File: config.mk
export PLATFORM = sky130hd
export DESIGN_NAME = t05_wb_sram_responder_flat
export DESIGN_NICKNAME = d
export VERILOG_FILES = /design/src/rtl/t05_pkg.sv /design/src/rtl/t05_wb_sram_responder_if.sv /design/src/rtl/t05_wb_byte_mem.sv /design/src/rtl/t05_wb_sram_responder.sv /design/src/flat_wrapper.sv
export SDC_FILE = /design/constraint.sdc
export NUM_CORES = 2
export LEC_CHECK = 0
export CAP_MARGIN = 40
export CELL_PAD_IN_SITES_DETAIL_PLACEMENT = 2
export CELL_PAD_IN_SITES_GLOBAL_PLACEMENT = 2
export CORE_MARGIN = 3
export CORE_UTILIZATION = 41
export DETAILED_ROUTE_END_ITERATION = 10
export MAX_ROUTING_LAYER = met4
export PLACE_DENSITY_LB_ADDON = 0.15
export RECOVER_POWER = 25
export SYNTH_ARGS = -nofsm -noshare
export SYNTH_HDL_FRONTEND = slang
export SYNTH_SLANG_ARGS = --single-unit
File: constraint.sdc
create_clock -name clk -period 2.65 [get_ports clk]
set_input_delay 0.53 -clock clk [delete_from_list [all_inputs] [get_ports clk]]
set_output_delay 0.53 -clock clk [all_outputs]
set_load 0.005 [all_outputs]
File: src/rtl/t05_pkg.sv
// ---------------------------------------------------------------------------
// t05_pkg
// Shared definitions for the t05 Wishbone fabric.
//   - WB_DATA_W / WB_SEL_W : Wishbone data and byte-select widths
//   - SRAM_BASE_ADDR       : default byte address of the SRAM window; the SRAM
//                            interface uses the same constant for its map
//   - resp_state_e         : responder FSM states
// ---------------------------------------------------------------------------
package t05_pkg;

  localparam int WB_DATA_W = 32;
  localparam int WB_SEL_W  = 4;

  localparam logic [31:0] SRAM_BASE_ADDR = 32'h3300_0000;

  typedef enum logic [1:0] {
    ST_IDLE = 2'd0,
    ST_WAIT = 2'd1,
    ST_ACK  = 2'd2
  } resp_state_e;

endpackage

File: src/rtl/t05_wb_sram_responder_if.sv
// ---------------------------------------------------------------------------
// t05_wb_sram_responder_if
// Wishbone classic bus bundle between the t05 manager and the SRAM responder.
//   master modport : drives cyc/stb/we/sel/adr/dat_i, receives ack/dat_o
//   slave  modport : receives cyc/stb/we/sel/adr/dat_i, drives ack/dat_o
// ---------------------------------------------------------------------------
interface t05_wb_sram_responder_if;
  import t05_pkg::*;

  logic                 wbs_cyc_i;
  logic                 wbs_stb_i;
  logic                 wbs_we_i;
  logic [WB_SEL_W-1:0]  wbs_sel_i;
  logic [31:0]          wbs_adr_i;
  logic [WB_DATA_W-1:0] wbs_dat_i;
  logic                 wbs_ack_o;
  logic [WB_DATA_W-1:0] wbs_dat_o;

  modport master (
    output wbs_cyc_i, wbs_stb_i, wbs_we_i, wbs_sel_i, wbs_adr_i, wbs_dat_i,
    input  wbs_ack_o, wbs_dat_o
  );

  modport slave (
    input  wbs_cyc_i, wbs_stb_i, wbs_we_i, wbs_sel_i, wbs_adr_i, wbs_dat_i,
    output wbs_ack_o, wbs_dat_o
  );

endinterface

File: src/rtl/t05_wb_byte_mem.sv
// ---------------------------------------------------------------------------
// t05_wb_byte_mem
// DEPTH x 32-bit register memory built as four independent byte lanes.
//   clk, nRST : clock / asynchronous active-low clear of every word
//   we_i      : write strobe; lane n is written when sel_i[n] is also set
//   sel_i     : byte lane enables
//   waddr_i   : word index for the write
//   wdata_i   : write data
//   raddr_i   : word index for the combinational read
//   rdata_o   : full 32-bit word at raddr_i
// ---------------------------------------------------------------------------
module t05_wb_byte_mem
  import t05_pkg::*;
#(
  parameter int DEPTH = 64,
  parameter int AW    = $clog2(DEPTH)
) (
  input  logic                 clk,
  input  logic                 nRST,
  input  logic                 we_i,
  input  logic [WB_SEL_W-1:0]  sel_i,
  input  logic [AW-1:0]        waddr_i,
  input  logic [WB_DATA_W-1:0] wdata_i,
  input  logic [AW-1:0]        raddr_i,
  output logic [WB_DATA_W-1:0] rdata_o
);

  // One array per byte lane so each lane has a single, independent driver.
  for (genvar gi = 0; gi < WB_SEL_W; gi++) begin : g_lane
    logic [7:0] lane_q [DEPTH];

    always_ff @(posedge clk or negedge nRST) begin
      if (!nRST) begin
        for (int i = 0; i < DEPTH; i++) begin
          lane_q[i] <= 8'h00;
        end
      end else if (we_i && sel_i[gi]) begin
        lane_q[waddr_i] <= wdata_i[8*gi +: 8];
      end
    end

    assign rdata_o[8*gi +: 8] = lane_q[raddr_i];
  end

endmodule

File: src/rtl/t05_wb_sram_responder.sv
// ---------------------------------------------------------------------------
// t05_wb_sram_responder
// Wishbone classic subordinate backed by a small word-addressed memory;
// stands in for the Caravel-side SRAM in simulation and on FPGA.
//   clk   : system clock, rising edge
//   nRST  : asynchronous active-low reset
//   wbs   : Wishbone slave bundle (cyc/stb/we/sel/adr/dat_i in, ack/dat_o out)
//   oob_o : sticky flag, set once any access falls outside the window
// Latency from request capture to ack is 1 + WAIT_CYCLES cycles.
// ---------------------------------------------------------------------------
module t05_wb_sram_responder
  import t05_pkg::*;
#(
  parameter logic [31:0] BASE_ADDR   = SRAM_BASE_ADDR,
  parameter int          DEPTH       = 64,
  parameter int          WAIT_CYCLES = 0
) (
  input  logic                      clk,
  input  logic                      nRST,
  t05_wb_sram_responder_if.slave    wbs,
  output logic                      oob_o
);

  localparam int          AW        = $clog2(DEPTH);
  localparam logic [31:0] WIN_BYTES = 32'(4 * DEPTH);
  localparam logic [3:0]  WAIT_LOAD = (WAIT_CYCLES > 0) ? 4'(WAIT_CYCLES - 1) : 4'd0;

  resp_state_e          state_q, state_d;
  logic [31:0]          adr_q,   adr_d;
  logic                 we_q,    we_d;
  logic [WB_SEL_W-1:0]  sel_q,   sel_d;
  logic [WB_DATA_W-1:0] dat_q,   dat_d;
  logic [3:0]           cnt_q,   cnt_d;
  logic                 ack_q,   ack_d;
  logic [WB_DATA_W-1:0] rdat_q,  rdat_d;
  logic                 oob_q,   oob_d;

  logic                 req_valid;
  logic [31:0]          cur_adr;
  logic                 cur_we;
  logic [WB_SEL_W-1:0]  cur_sel;
  logic [WB_DATA_W-1:0] cur_dat;
  logic [31:0]          offset;
  logic                 in_range;
  logic [AW-1:0]        index;
  logic                 enter_ack;
  logic                 mem_we;
  logic [WB_DATA_W-1:0] mem_rdata;

  assign req_valid = wbs.wbs_cyc_i & wbs.wbs_stb_i;

  // With no wait states the ACK-entry edge is the capture edge itself, so the
  // live bus has to feed decode/commit then; afterwards the latched copy does.
  always_comb begin
    if (state_q == ST_IDLE) begin
      cur_adr = wbs.wbs_adr_i;
      cur_we  = wbs.wbs_we_i;
      cur_sel = wbs.wbs_sel_i;
      cur_dat = wbs.wbs_dat_i;
    end else begin
      cur_adr = adr_q;
      cur_we  = we_q;
      cur_sel = sel_q;
      cur_dat = dat_q;
    end
  end

  // Address decode. The subtraction may wrap for addresses below the base,
  // hence the separate lower-bound test. adr[1:0] is dropped by the slice.
  assign offset   = cur_adr - BASE_ADDR;
  assign in_range = (cur_adr >= BASE_ADDR) && (offset < WIN_BYTES);
  assign index    = offset[AW+1:2];

  always_comb begin
    state_d   = state_q;
    adr_d     = adr_q;
    we_d      = we_q;
    sel_d     = sel_q;
    dat_d     = dat_q;
    cnt_d     = cnt_q;
    ack_d     = 1'b0;
    rdat_d    = '0;
    oob_d     = oob_q;
    enter_ack = 1'b0;

    case (state_q)
      ST_IDLE: begin
        if (req_valid) begin
          adr_d = wbs.wbs_adr_i;
          we_d  = wbs.wbs_we_i;
          sel_d = wbs.wbs_sel_i;
          dat_d = wbs.wbs_dat_i;
          if (WAIT_CYCLES > 0) begin
            state_d = ST_WAIT;
            cnt_d   = WAIT_LOAD;
          end else begin
            enter_ack = 1'b1;
          end
        end
      end
      ST_WAIT: begin
        // Manager withdrew the request: abandon silently, no commit.
        if (!req_valid) begin
          state_d = ST_IDLE;
        end else if (cnt_q == 4'd0) begin
          enter_ack = 1'b1;
        end else begin
          cnt_d = cnt_q - 4'd1;
        end
      end
      ST_ACK: begin
        state_d = ST_IDLE;
      end
      default: begin
        state_d = ST_IDLE;
      end
    endcase

    if (enter_ack) begin
      state_d = ST_ACK;
      ack_d   = 1'b1;
      rdat_d  = (in_range && !cur_we) ? mem_rdata : '0;
      oob_d   = oob_q | ~in_range;
    end
  end

  assign mem_we = enter_ack & cur_we & in_range;

  always_ff @(posedge clk or negedge nRST) begin
    if (!nRST) begin
      state_q <= ST_IDLE;
      adr_q   <= '0;
      we_q    <= 1'b0;
      sel_q   <= '0;
      dat_q   <= '0;
      cnt_q   <= 4'd0;
      ack_q   <= 1'b0;
      rdat_q  <= '0;
      oob_q   <= 1'b0;
    end else begin
      state_q <= state_d;
      adr_q   <= adr_d;
      we_q    <= we_d;
      sel_q   <= sel_d;
      dat_q   <= dat_d;
      cnt_q   <= cnt_d;
      ack_q   <= ack_d;
      rdat_q  <= rdat_d;
      oob_q   <= oob_d;
    end
  end

  t05_wb_byte_mem #(
    .DEPTH (DEPTH)
  ) u_mem (
    .clk     (clk),
    .nRST    (nRST),
    .we_i    (mem_we),
    .sel_i   (cur_sel),
    .waddr_i (index),
    .wdata_i (cur_dat),
    .raddr_i (index),
    .rdata_o (mem_rdata)
  );

  assign wbs.wbs_ack_o = ack_q;
  assign wbs.wbs_dat_o = rdat_q;
  assign oob_o         = oob_q;

endmodule

File: src/flat_wrapper.sv
// flat-port wrapper written by rule: the top's interface ports become plain ports
module t05_wb_sram_responder_flat import t05_pkg::*;
#(
  parameter logic [31:0] BASE_ADDR   = SRAM_BASE_ADDR,
  parameter int          DEPTH       = 64,
  parameter int          WAIT_CYCLES = 0
)
  (clk, nRST, oob_o, wbs_wbs_cyc_i, wbs_wbs_stb_i, wbs_wbs_we_i, wbs_wbs_sel_i, wbs_wbs_adr_i, wbs_wbs_dat_i, wbs_wbs_ack_o, wbs_wbs_dat_o);
  t05_wb_sram_responder_if wbs_i ();
  input  logic clk;
  input  logic nRST;
  output logic oob_o;
  input wire logic [$bits(wbs_i.wbs_cyc_i)-1:0] wbs_wbs_cyc_i;
  input wire logic [$bits(wbs_i.wbs_stb_i)-1:0] wbs_wbs_stb_i;
  input wire logic [$bits(wbs_i.wbs_we_i)-1:0] wbs_wbs_we_i;
  input wire logic [$bits(wbs_i.wbs_sel_i)-1:0] wbs_wbs_sel_i;
  input wire logic [$bits(wbs_i.wbs_adr_i)-1:0] wbs_wbs_adr_i;
  input wire logic [$bits(wbs_i.wbs_dat_i)-1:0] wbs_wbs_dat_i;
  output wire logic [$bits(wbs_i.wbs_ack_o)-1:0] wbs_wbs_ack_o;
  output wire logic [$bits(wbs_i.wbs_dat_o)-1:0] wbs_wbs_dat_o;
  assign wbs_i.wbs_cyc_i = wbs_wbs_cyc_i;
  assign wbs_i.wbs_stb_i = wbs_wbs_stb_i;
  assign wbs_i.wbs_we_i = wbs_wbs_we_i;
  assign wbs_i.wbs_sel_i = wbs_wbs_sel_i;
  assign wbs_i.wbs_adr_i = wbs_wbs_adr_i;
  assign wbs_i.wbs_dat_i = wbs_wbs_dat_i;
  assign wbs_wbs_ack_o = wbs_i.wbs_ack_o;
  assign wbs_wbs_dat_o = wbs_i.wbs_dat_o;
  t05_wb_sram_responder #(.BASE_ADDR(BASE_ADDR), .DEPTH(DEPTH), .WAIT_CYCLES(WAIT_CYCLES)) u_core (.clk(clk), .nRST(nRST), .wbs(wbs_i), .oob_o(oob_o));
endmodule
==> metrics.cfg <==
[power]
finalPower_mw=78.4
power_leakage_nw=59.3
ir_drop_uv=736
p_per_area_nw_per_um2=632

[finish]
fin_cells=11300
utilization_pct=54.8
fin_nets=8227
layout-area-overhead-vs-synth_pct=32.2
layout_common_cells=2144 x dfrtp_1, 2000 x mux2_2, 767 x o22ai_1
fillCellCount=20000
final_common_cell=dfrtp_1
layout-drive-gt1-share_pct=51.5

[worst_hold_path]
hold_path_class=primary input to flop

[detailed_routing]
antenna_left=0
drt-initial-drc-count=7418
drt_wl_total_mm=469
drcViolationCount=0
num_vias=74700
via_per_inst=6.59
detail_route.first_pass.iterations=6
wl_per_cell_um=41.4

[sta]
hold_viol_final=0
maxSlewViolCount=41
rsz0062_at_grt=true
layout_setup_ws_ns=-0.639
slew_headroom_pct=-24.4
setup_viol=2828
max_freq_mhz=304
finalCritPeriodShare_pct=124
skew_ns=0.0658
tightest_slew_ns=1.87
hold_ws_ns=0.155
layout_min_cycle_time_ns=3.29

[synth]
syn-cell-area_um2=93800
synthesis.nets=7103
synth.avg_cell_area_um2=13.3
synth_top_family_by_area=multiplexers
ys_types=65
postSynth.asyncResetShare_pct=100
yosys.area_share.xor_xnor_pct=0
synthCells=7030
yosysSeqAreaShare_pct=57.2
synth_flop_cell=dfrtp_1
synthAdderAreaFrac_pct=0
synth_simple_gate_area_share_pct=6.56
synth_seq_cells=2145
synth-compound-area-share_pct=8.19
yosysWarnings=0
synth_edf_count=0
muxShareOfSynthArea_pct=25.7

[outcome]
violations=max-capacitance violations, max-slew violations, negative setup slack
outcome=finished with violations

[setup_path]
cp_top_family=buffers and inverters
required_ns=3.41
path_cells=buf_12 -> buf_6 -> or4bb_4 -> and2_4 -> buf_4 -> buf_6 -> buf_16 -> buf_6 -> buf_8 -> o22ai_1 -> nor4_1 -> buf_4 -> o22ai_4 -> nor4_1
criticalPathCategory=flop to flop
slowest_delay_ns=0.50
end_kind=flop
cpMostUsedCell=buf_6
crit_path_max_fanout=6
crit_buf_inv=8
startpoint_type=flop
crit_slowest_cell=dfrtp_4
critPathArrivalTime_ns=4.05

[global_route]
grt_overflow_total=0
grt_first_pass_wirelength_mm=633
antenna_found_initial=21
track_usage_pct=38.0
grt_max_degree=121
grt_pass1_vias=81800

[floorplan]
num_io_pins=107
start_util_pct=41.5
die_w_um=484
rows=174
die_area_um2=235000
core-area_um2=226000
die_h_um=484

[clocking]
cts_max_path_buffers=3
htree_levels=4
clk_latency_ns=0.96
cts_root_buf=clkbuf_16
clkTransAtPathRegs_ns=0.06
cts_sinks=2145
cts_tree=done
cts_buffers=231

[placed_design]
gp_congestion=0.917
portBuffers=104
numPlacedInstances=10800
place_ws_ns=-1.37
hpwl_mm=261

[flow_run]
cap_violations=1

==> timing repair <==
action / CTS / global route
hold endpoints to repair: 378 / 0
hold buffers: 1 / 0
cloned: 18 / 8
setup endpoints to repair: 2080 / 2080
gates resized for setup: 393 / 185
setup buffers: 98 / 29
pin swaps: 88 / 51
==> path summary, 6_finish.rpt <==
path / end / slack, ns / depth (start not counted) / from
worst max-delay path: u_core.wbs.wbs_dat_o[4] / -0.64 / 14 / u_core.state_q[1]
worst min-delay path: u_core.dat_q[29] / 0.16 / 3 / wbs_wbs_dat_i[29]
worst max register to register: u_core.wbs.wbs_dat_o[4] / -0.64 / 14 / u_core.state_q[1]
worst min register to register: u_core.dat_q[12] / 0.48 / 2 / u_core.dat_q[12]
max in group asynchronous: u_core.u_mem.g_lane[3].lane_q[449] / -0.28 / 5 / nRST
min in group asynchronous: u_core.adr_q[15] / 0.67 / 2 / nRST
==> per-stage QoR <==
step / area [µm²] / setup TNS, ns
floorplan: 93800 / -0.595
global placement: 111000 / -1412.75
finish: 124000 / -904.56
detailed placement: 111000 / -1531.81
CTS: 123000 / -772.84
global route: 124000 / -1307.24
==> registers in the layout, summed over array words and instances (netlist names) <==
register                    count
u_core.oob_o                    1
u_core.u_mem.g_lane.lane_q   2048
u_core.wbs.wbs_ack_o            1
u_core.dat_q                   32
u_core.adr_q                   30
u_core.wbs.wbs_dat_o           32
u_core.state_q                  1
==> synth_stat cells (6+ instances only) <==
master	number	share of area, %
and2_1	10	0.067
nand4_1	7	0.047
clkbuf_1	436	1.7
nand2_1	342	1.4
or3_1	24	0.16
mux2_2	2040	24
mux2i_1	12	0.13
nor2_1	108	0.43
o21ai_0	6	0.032
o221ai_1	128	1.2
o41ai_1	20	0.19
o22ai_1	833	5.6
nor2_4	80	0.96
dfrtp_1	2145	57
buf_1	29	0.12
buf_2	67	0.36
o21bai_1	97	0.78
and3_1	36	0.24
nor2_2	135	0.90
nor3_4	20	0.35
mux2_1	87	1.0
a32o_1	10	0.11
nor3_1	39	0.21
nor4_1	225	1.5
buf_4	12	0.096
a21oi_1	7	0.037
==> kinds of logic after synthesis <==
| logic type | after synthesis |
|---|---|
| buffers and inverters | 554 |
| and+or+nand+nor | 1060 |
| AOI/OAI and AO/OA | 1132 |
| DFF | 2145 |
| muxes | 2139 |
==> worst min-delay path, stage by stage <==
cell,delay (ns)
clkdlybuf4s50_1,0.41
nand2_1,0.06
nand2_1,0.04
==> metal layers <==
layer / up-vias / wire length, µm / share of wire (%) / global-route usage (%)
li1: 28500 / - / - / -
met1: 40500 / 179000 / 38 / 46.2
met2: 4020 / 222000 / 47 / 60.1
met3: 1706 / 32800 / 7.0 / 6.56
met4: 0 / 35300 / 7.5 / 21.2
met5: - / 0 / 0 / -
==> cell type report <==
cell class | instances | area (µm²) | area share, %
repair buffers | 1438 | 18100 | 14.6
flip-flops and latches | 2145 | 53700 | 43.3
inverters | 6 | 27.5 | 0.0222
well taps | 2992 | 3740 | 3.02
clock buffers | 337 | 6710 | 5.41
diodes | 18 | 45.0 | 0.0363
clock inverters | 77 | 1070 | 0.861
multi-input cells | 4332 | 40600 | 32.8
==> power by group <==
group	internal, mW	switching, mW
sequential	32.9	0.106
clock	19.0	15.5
combinational	3.79	7.07
total	55.7	22.7
(Power assumes the default switching activity.)
